File: config.mk
export PLATFORM = sky130hd
export DESIGN_NAME = sha_msg_sequencer
export DESIGN_NICKNAME = d
export VERILOG_FILES = /design/src/rtl/sha_pkg.sv /design/src/rtl/sha_block_buffer.sv /design/src/rtl/sha_msg_sequencer.sv
export SDC_FILE = /design/constraint.sdc
export NUM_CORES = 1
export LEC_CHECK = 0
export BUFFER_PORTS_ARGS = -buffer_cell sky130_fd_sc_hd__buf_4
export CORE_AREA = 4 4 338 340
export CTS_BUF_LIST = sky130_fd_sc_hd__clkbuf_16
export DETAILED_ROUTE_END_ITERATION = 6
export DIE_AREA = 0 0 342 344
export RECOVER_POWER = 50
export SETUP_SLACK_MARGIN = 0.15
export SLEW_MARGIN = 20
export SYNTH_ARGS = -nofsm -noshare
export SYNTH_HDL_FRONTEND = slang
export SYNTH_SLANG_ARGS = --single-unit
File: constraint.sdc
create_clock -name clk -period 4.2 [get_ports clk]
set_input_delay 0.42 -clock clk [delete_from_list [all_inputs] [get_ports clk]]
set_output_delay 0.42 -clock clk [all_outputs]
set_load 0.05 [all_outputs]
File: src/rtl/sha_pkg.sv
// Shared types, constants and word-formatting helpers for the SHA-1 message sequencer.
package sha_pkg;

    typedef enum logic [2:0] {
        ST_IDLE,
        ST_FILL,
        ST_PAD,
        ST_RUN,
        ST_WAIT
    } sha_state_t;

    localparam int          SHA1_BLOCK_WORDS = 16;
    localparam logic [31:0] SHA1_PAD_WORD    = 32'h80000000;
    localparam int          SHA1_DIGEST_W    = 160;
    localparam int          SHA1_LEN_W       = 64;

    // Keep the leading valid bytes of a final word and place the 0x80 marker right after them.
    function automatic logic [31:0] sha_mask_last(input logic [31:0] data, input logic [2:0] nbytes);
        case (nbytes)
            3'd0:    return SHA1_PAD_WORD;
            3'd1:    return {data[31:24], 24'h800000};
            3'd2:    return {data[31:16], 16'h8000};
            3'd3:    return {data[31:8], 8'h80};
            default: return data;
        endcase
    endfunction

    function automatic logic [SHA1_LEN_W-1:0] sha_word_bits(input logic last, input logic [2:0] nbytes);
        if (!last || nbytes >= 3'd4) begin
            return SHA1_LEN_W'(32);
        end
        return {58'd0, nbytes, 3'b000};
    endfunction

endpackage

File: src/rtl/sha_block_buffer.sv
// 16 x 32-bit block register file; word 0 appears in the top bits of the flattened block.
module sha_block_buffer
    import sha_pkg::*;
(
    input  logic                           clk,
    input  logic                           reset,
    input  logic                           clr,
    input  logic                           wr_en,
    input  logic [3:0]                     wr_idx,
    input  logic [31:0]                    wr_data,
    output logic [SHA1_BLOCK_WORDS*32-1:0] block
);

    logic [31:0] mem [SHA1_BLOCK_WORDS];

    always_ff @(posedge clk) begin
        if (reset || clr) begin
            for (int i = 0; i < SHA1_BLOCK_WORDS; i++) begin
                mem[i] <= '0;
            end
        end else if (wr_en) begin
            mem[wr_idx] <= wr_data;
        end
    end

    for (genvar g = 0; g < SHA1_BLOCK_WORDS; g++) begin : g_flat
        assign block[(SHA1_BLOCK_WORDS-1-g)*32 +: 32] = mem[g];
    end

endmodule

File: src/rtl/sha_msg_sequencer.sv
// Streams message words into 512-bit SHA-1 blocks, applies padding/length and drives the hash core.
module sha_msg_sequencer
    import sha_pkg::*;
#(
    parameter int TIMEOUT_CYCLES = 1024
) (
    input  logic                           clk,
    input  logic                           reset,
    input  logic [31:0]                    s_data,
    input  logic                           s_valid,
    output logic                           s_ready,
    input  logic                           s_last,
    input  logic [2:0]                     s_bytes,
    input  logic                           abort,
    output logic                           core_start,
    output logic                           core_init,
    output logic [SHA1_BLOCK_WORDS*32-1:0] core_block,
    input  logic                           core_done,
    input  logic [SHA1_DIGEST_W-1:0]       core_digest,
    output logic [SHA1_DIGEST_W-1:0]       digest,
    output logic                           done,
    output logic                           busy,
    output logic                           err
);

    localparam int TW = $clog2(TIMEOUT_CYCLES + 1);

    sha_state_t            state, state_nx;
    logic [4:0]            idx;
    logic                  first;
    logic                  msg_last;
    logic                  pad_marker;
    logic                  len_ok;
    logic                  len_done;
    logic [SHA1_LEN_W-1:0] len;
    logic [TW-1:0]         timer;

    logic        xfer;
    logic        wr_en;
    logic [31:0] wr_data;
    logic [31:0] pad_word;
    logic        tmo_hit;
    logic        finish_hit;
    logic        ctrl_clr;

    assign s_ready    = (state == ST_IDLE) || (state == ST_FILL);
    assign busy       = (state != ST_IDLE);
    assign xfer       = s_valid && s_ready;
    assign tmo_hit    = (state == ST_WAIT) && !core_done && (timer == TW'(TIMEOUT_CYCLES - 1));
    assign finish_hit = (state == ST_WAIT) && core_done && len_done;
    assign ctrl_clr   = abort || tmo_hit || finish_hit;

    sha_block_buffer u_buf (
        .clk     (clk),
        .reset   (reset),
        .clr     (abort),
        .wr_en   (wr_en),
        .wr_idx  (idx[3:0]),
        .wr_data (wr_data),
        .block   (core_block)
    );

    always_ff @(posedge clk) begin
        if (reset) begin
            state <= ST_IDLE;
        end else begin
            state <= state_nx;
        end
    end

    always_comb begin
        state_nx   = state;
        wr_en      = 1'b0;
        wr_data    = '0;
        core_start = 1'b0;
        core_init  = 1'b0;
        pad_word   = '0;
        if (pad_marker) begin
            pad_word = SHA1_PAD_WORD;
        end else if (len_ok && idx == 5'd14) begin
            pad_word = len[63:32];
        end else if (len_ok && idx == 5'd15) begin
            pad_word = len[31:0];
        end
        case (state)
            ST_IDLE, ST_FILL: begin
                if (xfer) begin
                    wr_en   = 1'b1;
                    wr_data = s_last ? sha_mask_last(s_data, s_bytes) : s_data;
                    if (s_last) begin
                        state_nx = ST_PAD;
                    end else if (idx == 5'd15) begin
                        state_nx = ST_RUN;
                    end else begin
                        state_nx = ST_FILL;
                    end
                end
            end
            ST_PAD: begin
                // A block already full of data/marker goes straight to the core; padding resumes afterwards.
                if (idx[4]) begin
                    state_nx = ST_RUN;
                end else begin
                    wr_en   = 1'b1;
                    wr_data = pad_word;
                    if (idx == 5'd15) begin
                        state_nx = ST_RUN;
                    end
                end
            end
            ST_RUN: begin
                core_start = 1'b1;
                core_init  = first;
                state_nx   = ST_WAIT;
            end
            ST_WAIT: begin
                if (core_done) begin
                    if (len_done) begin
                        state_nx = ST_IDLE;
                    end else if (msg_last) begin
                        state_nx = ST_PAD;
                    end else begin
                        state_nx = ST_FILL;
                    end
                end else if (tmo_hit) begin
                    state_nx = ST_IDLE;
                end
            end
            default: state_nx = ST_IDLE;
        endcase
        if (abort) begin
            state_nx   = ST_IDLE;
            wr_en      = 1'b0;
            core_start = 1'b0;
            core_init  = 1'b0;
        end
    end

    always_ff @(posedge clk) begin
        if (reset) begin
            idx        <= '0;
            first      <= 1'b0;
            msg_last   <= 1'b0;
            pad_marker <= 1'b0;
            len_ok     <= 1'b0;
            len_done   <= 1'b0;
            len        <= '0;
            timer      <= '0;
            digest     <= '0;
            done       <= 1'b0;
            err        <= 1'b0;
        end else begin
            done <= 1'b0;
            if (finish_hit && !abort) begin
                digest <= core_digest;
                done   <= 1'b1;
            end
            if (tmo_hit && !abort) begin
                err <= 1'b1;
            end
            if (ctrl_clr) begin
                idx        <= '0;
                first      <= 1'b0;
                msg_last   <= 1'b0;
                pad_marker <= 1'b0;
                len_ok     <= 1'b0;
                len_done   <= 1'b0;
                len        <= '0;
                timer      <= '0;
            end else begin
                case (state)
                    ST_IDLE, ST_FILL: begin
                        if (xfer) begin
                            idx <= idx + 5'd1;
                            len <= ((state == ST_IDLE) ? '0 : len) + sha_word_bits(s_last, s_bytes);
                            if (state == ST_IDLE) begin
                                first <= 1'b1;
                            end
                            if (s_last) begin
                                msg_last   <= 1'b1;
                                pad_marker <= (s_bytes >= 3'd4);
                                // Length fits only if the marker word sits at index 13 or below.
                                len_ok     <= (s_bytes >= 3'd4) ? (idx <= 5'd12) : (idx <= 5'd13);
                            end
                        end
                    end
                    ST_PAD: begin
                        if (!idx[4]) begin
                            idx        <= idx + 5'd1;
                            pad_marker <= 1'b0;
                            if (len_ok && idx == 5'd15) begin
                                len_done <= 1'b1;
                            end
                        end
                    end
                    ST_RUN: begin
                        first <= 1'b0;
                        timer <= TW'(1);
                    end
                    ST_WAIT: begin
                        if (core_done) begin
                            idx <= '0;
                            if (msg_last) begin
                                len_ok <= 1'b1;
                            end
                        end else begin
                            timer <= timer + TW'(1);
                        end
                    end
                    default: ;
                endcase
            end
        end
    end

endmodule

==> results of run 1 <==
layer usage:
metal,up-vias,routed length [um],global-route usage
met3,230,11370,0.04957
li1,11040,-,-
met4,6,5410,0.07474
met5,-,34,0
met2,1268,59870,0.3395
met1,11720,47130,0.2393
registers in the layout (all words and copies together) (netlist names):
name	flops
pad_marker	1
idx	5
digest	160
done	1
first	1
state	3
len	61
err	1
msg_last	1
u_buf.mem	512
timer	11
len_done	1
len_ok	1
cells by family (layout without fill, tap and decap cells):
family | count (synthesis) | after routing | synth area share
buffers and inverters | 197 | 1277 | 0.02739
multiplexers | 40 | 40 | 0.01367
XOR/XNOR | 25 | 25 | 0.007478
flip-flops | 759 | 759 | 0.6940
adder cells (fa/ha/maj) | 12 | 12 | 0.005384
AND/OR/NAND/NOR | 1230 | 1230 | 0.1808
AO/OA/AOI/OAI | 324 | 324 | 0.07128
other | 0 | 12 | 0
worst register-to-register path, stage by stage, from the launching register on:
cell and delay, ps:
dfxtp_1 360, and2_0 310, nand2_1 230, inv_1 60
ha_1 490, and3_1 350, mux2i_1 140, a2bb2oi_1 900
buf_4 400, nor2_1 90
synthesized netlist by cell type, types with 18 or more instances:
| master | count |
|---|---|
| o21ai_0 | 18 |
| nand2_1 | 412 |
| buf_2 | 41 |
| nand3_1 | 57 |
| clkbuf_1 | 141 |
| nor3_1 | 21 |
| dfxtp_1 | 247 |
| mux2i_1 | 40 |
| and2_1 | 19 |
| a2bb2oi_2 | 23 |
| nor2_1 | 568 |
| nand4_1 | 37 |
| edfxtp_1 | 512 |
| a21oi_1 | 205 |
| and3_1 | 41 |
report_power, final:
part | internal, mW | switching [mW] | total [mW]
sequential | 8.17 | 0.0826 | 8.25
clock | 4.07 | 3.22 | 7.29
combinational | 0.379 | 1.45 | 1.83
total | 12.6 | 4.76 | 17.4
cell usage in the layout (no fill, tap or decap), types with 7 or more instances in the layout:
cell type,n
a21oi_1,205
and4_1,15
dlygate4sd3_1,146
clkbuf_16,86
diode_2,12
a2bb2oi_4,7
nand3_1,56
clkbuf_2,19
a31o_2,9
o21ai_0,19
clkbuf_1,681
mux2i_1,40
inv_1,37
nand4_1,37
buf_4,262
o211ai_1,9
a2bb2oi_2,17
nand2_2,8
o21a_1,10
nor3_1,23
nor2_1,566
ha_1,11
edfxtp_1,512
nand2_1,404
a211o_1,7
and2_1,18
and3_1,41
xnor2_1,15
xor2_1,10
clkinv_1,16
nor4_1,12
dfxtp_1,247
area by class of cell:
class | instances | area [sq um] | share of cell area
flip-flops and latches | 759 | 20320 | 0.5152
multi-input cells | 1631 | 8293 | 0.2103
repair buffers | 1112 | 6151 | 0.1560
clock buffers | 86 | 2152 | 0.05457
well taps | 1500 | 1877 | 0.04759
clock inverters | 66 | 565.5 | 0.01434
inverters | 13 | 48.80 | 0.001237
diodes | 12 | 30.03 | 0.0007614
path summary, 6_finish.rpt:
| kind | slack, ps | end | depth (start not counted) |
|---|---|---|---|
| worst max-delay path | 580 | u_buf.mem[3][24] | 9 |
| worst min-delay path | 40 | digest[154] | 3 |
| worst max register to register | 580 | u_buf.mem[3][24] | 9 |
| worst min register to register | 450 | digest[18] | 2 |
==> results.sh, run 1 <==
export IMPL_status="finished clean"
export IMPL_grt_ovfl_total=0
export IMPL_worst_slack_ps=575.1
export IMPL_fp_dieH_um=344
export IMPL_hold_start="core_digest[154]"
export IMPL_track_usage=0.1976
export IMPL_grt_pass1_vias=23280
export IMPL_worst_slew_pin_slew_ps=1463
export IMPL_syn_area_sq_um=29280
export IMPL_synth_edf_count=512
export IMPL_vias_per_cell=4.685
export IMPL_fmax_mhz=275.9
export IMPL_wl_mm=123.8
export IMPL_pin_count=879
export IMPL_power_density_nw_per_um2=440.6
export IMPL_grt_start_max_net_pins=128
export IMPL_clock_sinks=759
export IMPL_wl_per_cell_um=23.91
export IMPL_ant_nets=0
export IMPL_setup_viol=0
export IMPL_rows=123
export IMPL_synth_area_top_cells="edfxtp_1 53%, dfxtp_1 17%, nor2_1 7.3%"
export IMPL_critPathMaxStageDelay_ps=900
export IMPL_cp_slowest_cell="a2bb2oi_1"
export IMPL_whs_ps=43.40
export IMPL_cp_startpoint="idx[2]"
export IMPL_clk_path_buf_depth=3
export IMPL_setup_tns_final_ps=0
export IMPL_drc_errors=0
export IMPL_ctsHoldBuffers=146
export IMPL_cts_root_buf="clkbuf_16"
export IMPL_core_area_sq_um=111600
export IMPL_fin_worst_skew_ps=50.95
export IMPL_ys_seq_area_frac=0.6940
export IMPL_async_flop_share=0
export IMPL_yosysTopAreaCellShare=0.5251
export IMPL_dp_hpwl_mm=85.77
export IMPL_cap_violations=0
export IMPL_cp_cell_sequence="and2_0, nand2_1, inv_1, ha_1, and3_1, mux2i_1, a2bb2oi_1, buf_4, nor2_1"
export IMPL_power_mw=17.38
export IMPL_post_cts_buffers=0
export IMPL_rsz0062_at_grt="false"
export IMPL_nFillCells=11510
export IMPL_p_leak_nw=13.84
export IMPL_insertion_delay_ps=690
export IMPL_crit_type="reg2reg"
export IMPL_initial_core_util=0.2624
export IMPL_fin_nets=3815
export IMPL_synth_cell_type_count=73
export IMPL_drt_pass1_iter_count=6
export IMPL_cts_tree="built"
export IMPL_yosysTopAreaCell="edfxtp_1"
export IMPL_cts_buffers=85
export IMPL_avgSynthCellArea_sq_um=11.32
export IMPL_ir_drop_mv=0.3444
export IMPL_gp_congestion=0.8888
export IMPL_ys_ff_latch=759
export IMPL_hold_violations=0
export IMPL_io_buffers=878
export IMPL_startpoint_type="register"
export IMPL_placedInstanceArea_sq_um=37990
export IMPL_h_tree_depth=3
export IMPL_synthesis_nets=2800
export IMPL_cp_end_kind="register"
export IMPL_fin_crit_sh=0.8631
export IMPL_grt_pass1_wl_mm=168.7
export IMPL_pre_cts_slack_ps=999.3
export IMPL_cts_resized=0
export IMPL_vias=24270
export IMPL_synth_main_ff_cell="edfxtp_1"
export IMPL_syn_inst=2587
export IMPL_clkSlewWorstSetupHoldPaths_ps=60
export IMPL_die_area_sq_um=117600
export IMPL_slew_headroom=0.02480
export IMPL_critPathTopFamily="simple AND/OR/NAND/NOR gates"
export IMPL_period_needed_ps=3625
export IMPL_timing_rr_start="idx[2]"
export IMPL_postLayoutCellArea_sq_um=39440
export IMPL_hp_class="in2reg"
export IMPL_die_width_um=342
export IMPL_finalMaxSlewViolations=0
export IMPL_yosys_warnings=0
export IMPL_worst_path_max_fanout=31
export IMPL_cp_num_buf_inv=2
export IMPL_crit_arrival_ps=4010
export IMPL_place_inst=4869
export IMPL_critical_path_required_ps=4580
export IMPL_antenna_found_initial=15
export IMPL_final_util=0.3535
export IMPL_drt_initial_drc_count=2196
export IMPL_drive_gt1_frac=0.1246
export IMPL_layout_cells_non_filler=5179
export IMPL_area_growth_syn_to_layout_pct=34.69
Power figures use the tool's default switching activity.
==> run 2: changes to the inputs <==
--- a/config.mk
+++ b/config.mk
@@ -6,10 +6,10 @@
 export NUM_CORES = 1
 export LEC_CHECK = 0
 export BUFFER_PORTS_ARGS = -buffer_cell sky130_fd_sc_hd__buf_4
-export CORE_AREA = 4 4 338 340
+export CORE_AREA = 4 4 337 339
 export CTS_BUF_LIST = sky130_fd_sc_hd__clkbuf_16
 export DETAILED_ROUTE_END_ITERATION = 6
-export DIE_AREA = 0 0 342 344
+export DIE_AREA = 0 0 341 343
 export RECOVER_POWER = 50
 export SETUP_SLACK_MARGIN = 0.15
 export SLEW_MARGIN = 20
==> run 2 against run 1 <==
Effect of this change:
- the flow now finishes with violations (max-capacitance violations, max-slew violations)
- critical endpoint is now digest[38]
- non-clock buffer count up 8
- sequential share of layout area fell by 0.14 points
- hold slack gained 16 ps
- worst setup slack better by 130 ps
- flip-flop and latch count did not move
- total power shrank 1.1%
==> results.sh, run 2 (synthesis gave the netlist of run 1 again) <==
export IMPL_grt_ovfl_total=0
export IMPL_initial_core_util=0.2653
export IMPL_startpoint_type="register"
export IMPL_drt_initial_drc_count=2040
export IMPL_area_growth_syn_to_layout_pct=35.06
export IMPL_critPathTopFamily="simple AND/OR/NAND/NOR gates"
export IMPL_pin_count=879
export IMPL_clk_path_buf_depth=3
export IMPL_vias_per_cell=4.725
export IMPL_cp_cell_sequence="and4bb_1, nand2_1, or2_1, buf_12, nand2_1, a21oi_1"
export IMPL_core_area_sq_um=110400
export IMPL_drc_errors=0
export IMPL_wl_mm=128.7
export IMPL_clkSlewWorstSetupHoldPaths_ps=60
export IMPL_mostFrequentLayoutCell="clkbuf_1"
export IMPL_cts_tree="built"
export IMPL_antenna_found_initial=17
export IMPL_critPathMaxStageDelay_ps=1370
export IMPL_crit_type="reg2reg"
export IMPL_failed_checks="max-capacitance violations, max-slew violations"
export IMPL_place_inst=4861
export IMPL_cts_root_buf="clkbuf_16"
export IMPL_pre_cts_slack_ps=991.6
export IMPL_fin_worst_skew_ps=39.29
export IMPL_grt_start_max_net_pins=98
export IMPL_h_tree_depth=3
export IMPL_wl_per_cell_um=24.89
export IMPL_fp_dieH_um=343
export IMPL_largest_reg_flops=512
export IMPL_io_buffers=878
export IMPL_hold_violations=0
export IMPL_gp_congestion=0.8599
export IMPL_die_width_um=341
export IMPL_track_usage=0.2084
export IMPL_p_sw_frac=0.2753
export IMPL_grt_pass1_vias=23750
export IMPL_cp_end_kind="register"
export IMPL_internal_power_mw=12.46
export IMPL_status="finished, violations left"
export IMPL_period_needed_ps=3491
export IMPL_layout_cells_non_filler=5171
export IMPL_reg_top3="u_buf.mem: 512 flops, digest: 160 flops, len: 61 flops"
export IMPL_pwr_share_comb=0.108
export IMPL_setup_tns_final_ps=0
export IMPL_worst_slack_ps=709.5
export IMPL_power_density_nw_per_um2=434.7
export IMPL_hp_class="in2reg"
export IMPL_grt_pass1_wl_mm=176.1
export IMPL_insertion_delay_ps=670
export IMPL_die_area_sq_um=117000
export IMPL_rsz0062_at_grt="false"
export IMPL_nFillCells=11340
export IMPL_worst_path_max_fanout=63
export IMPL_crit_arrival_ps=4060
export IMPL_p_leak_nw=13.86
export IMPL_p_clk_frac=0.412
export IMPL_setup_viol=0
export IMPL_crit_top_cell="nand2_1"
export IMPL_fin_nets=3822
export IMPL_clock_sinks=759
export IMPL_ir_drop_mv=0.2839
export IMPL_drt_pass1_iter_count=5
export IMPL_seq_power_share=0.480
export IMPL_switchingPower_mw=4.733
export IMPL_critical_path_required_ps=4770
export IMPL_vias=24430
export IMPL_cp_num_buf_inv=1
export IMPL_fin_crit_sh=0.8311
export IMPL_rows=122
export IMPL_worst_slew_pin_slew_ps=1838
export IMPL_ant_nets=0
export IMPL_final_util=0.3583
export IMPL_largest_register="u_buf.mem"
export IMPL_fmax_mhz=286.5
export IMPL_finalMaxSlewViolations=44
export IMPL_cap_violations=1
export IMPL_mostFrequentLayoutCells="678 x clkbuf_1, 566 x nor2_1, 512 x edfxtp_1, 404 x nand2_1, 264 x buf_4"
export IMPL_dp_hpwl_mm=89.92
export IMPL_slew_headroom=-0.2253
export IMPL_cts_buffers=84
export IMPL_drive_gt1_frac=0.1278
export IMPL_cp_slowest_cell="or2_1"
[run 2: cell count changes in the layout (fill, tap and decap cells not counted), sizes merged, moves of 4 or more]
cell,before,now
buf,266,275
inv,45,37
clkbuf,786,780
clkinv,28,33
dlygate4sd3,146,150
[run 2: per-stage QoR]
stage          cell area (sq um)  hold WS, ps  power (mW)
2_1_floorplan              29280        428.5       9.466
3_3_place_gp               38070        442.8       10.34
3_5_place_dp               38070        446.9       10.35
4_1_cts                    42190        2.828       17.56
5_1_grt                    39530        27.44       17.73
6_report                   39550        59.34       17.19
[run 2: power groups by stage]
stage	logic [mW]	clock network, mW	registers (mW)
after floorplan	0.289	0	9.18
after global placement	1.93	0	8.41
after detailed placement	1.94	0	8.41
after CTS	2.06	7.24	8.26
after global routing	1.92	7.55	8.27
final	1.85	7.09	8.25
[run 2: final timing paths]
check / startpoint / endpoint / slack (ps) / cells past startpoint
setup reg to reg: state[0] / digest[38] / 710 / 6
hold / removal: core_digest[130] / digest[130] / 60 / 3
hold reg to reg: digest[62] / digest[62] / 450 / 2
setup / recovery: state[0] / digest[38] / 710 / 6
[run 2: area by class of cell]
| type | instances | area (sq um) | share of cell area |
|---|---|---|---|
| diodes | 12 | 30.03 | 0.0007593 |
| repair buffers | 1120 | 6325 | 0.1599 |
| clock buffers | 85 | 2127 | 0.05379 |
| multi-input cells | 1631 | 8346 | 0.2110 |
| flip-flops and latches | 759 | 20320 | 0.5138 |
| inverters | 13 | 48.80 | 0.001234 |
| clock inverters | 63 | 489.2 | 0.01237 |
| well taps | 1488 | 1862 | 0.04708 |
[run 2: worst register-to-register path, delay by kind of cell, from the launching register on]
| kind | cells | cell delay (ps) |
|---|---|---|
| AO/OA/AOI/OAI | 1 | 160 |
| AND/OR/NAND/NOR | 4 | 2080 |
| flip-flops | 1 | 780 |
| buffers and inverters | 1 | 410 |
[run 2: timing repair]
item	in CTS	in global routing
hold buffers	150	0
hold endpoints to repair	150	0
resized for setup	0	0
setup endpoints to repair	0	0
setup buffers	0	0
[run 2: metal layers]
layer  global-route usage  share of wire
met5                    0        0.00026
met2               0.3542           0.48
met4              0.09612          0.051
met1               0.2481           0.38
met3              0.05377          0.089
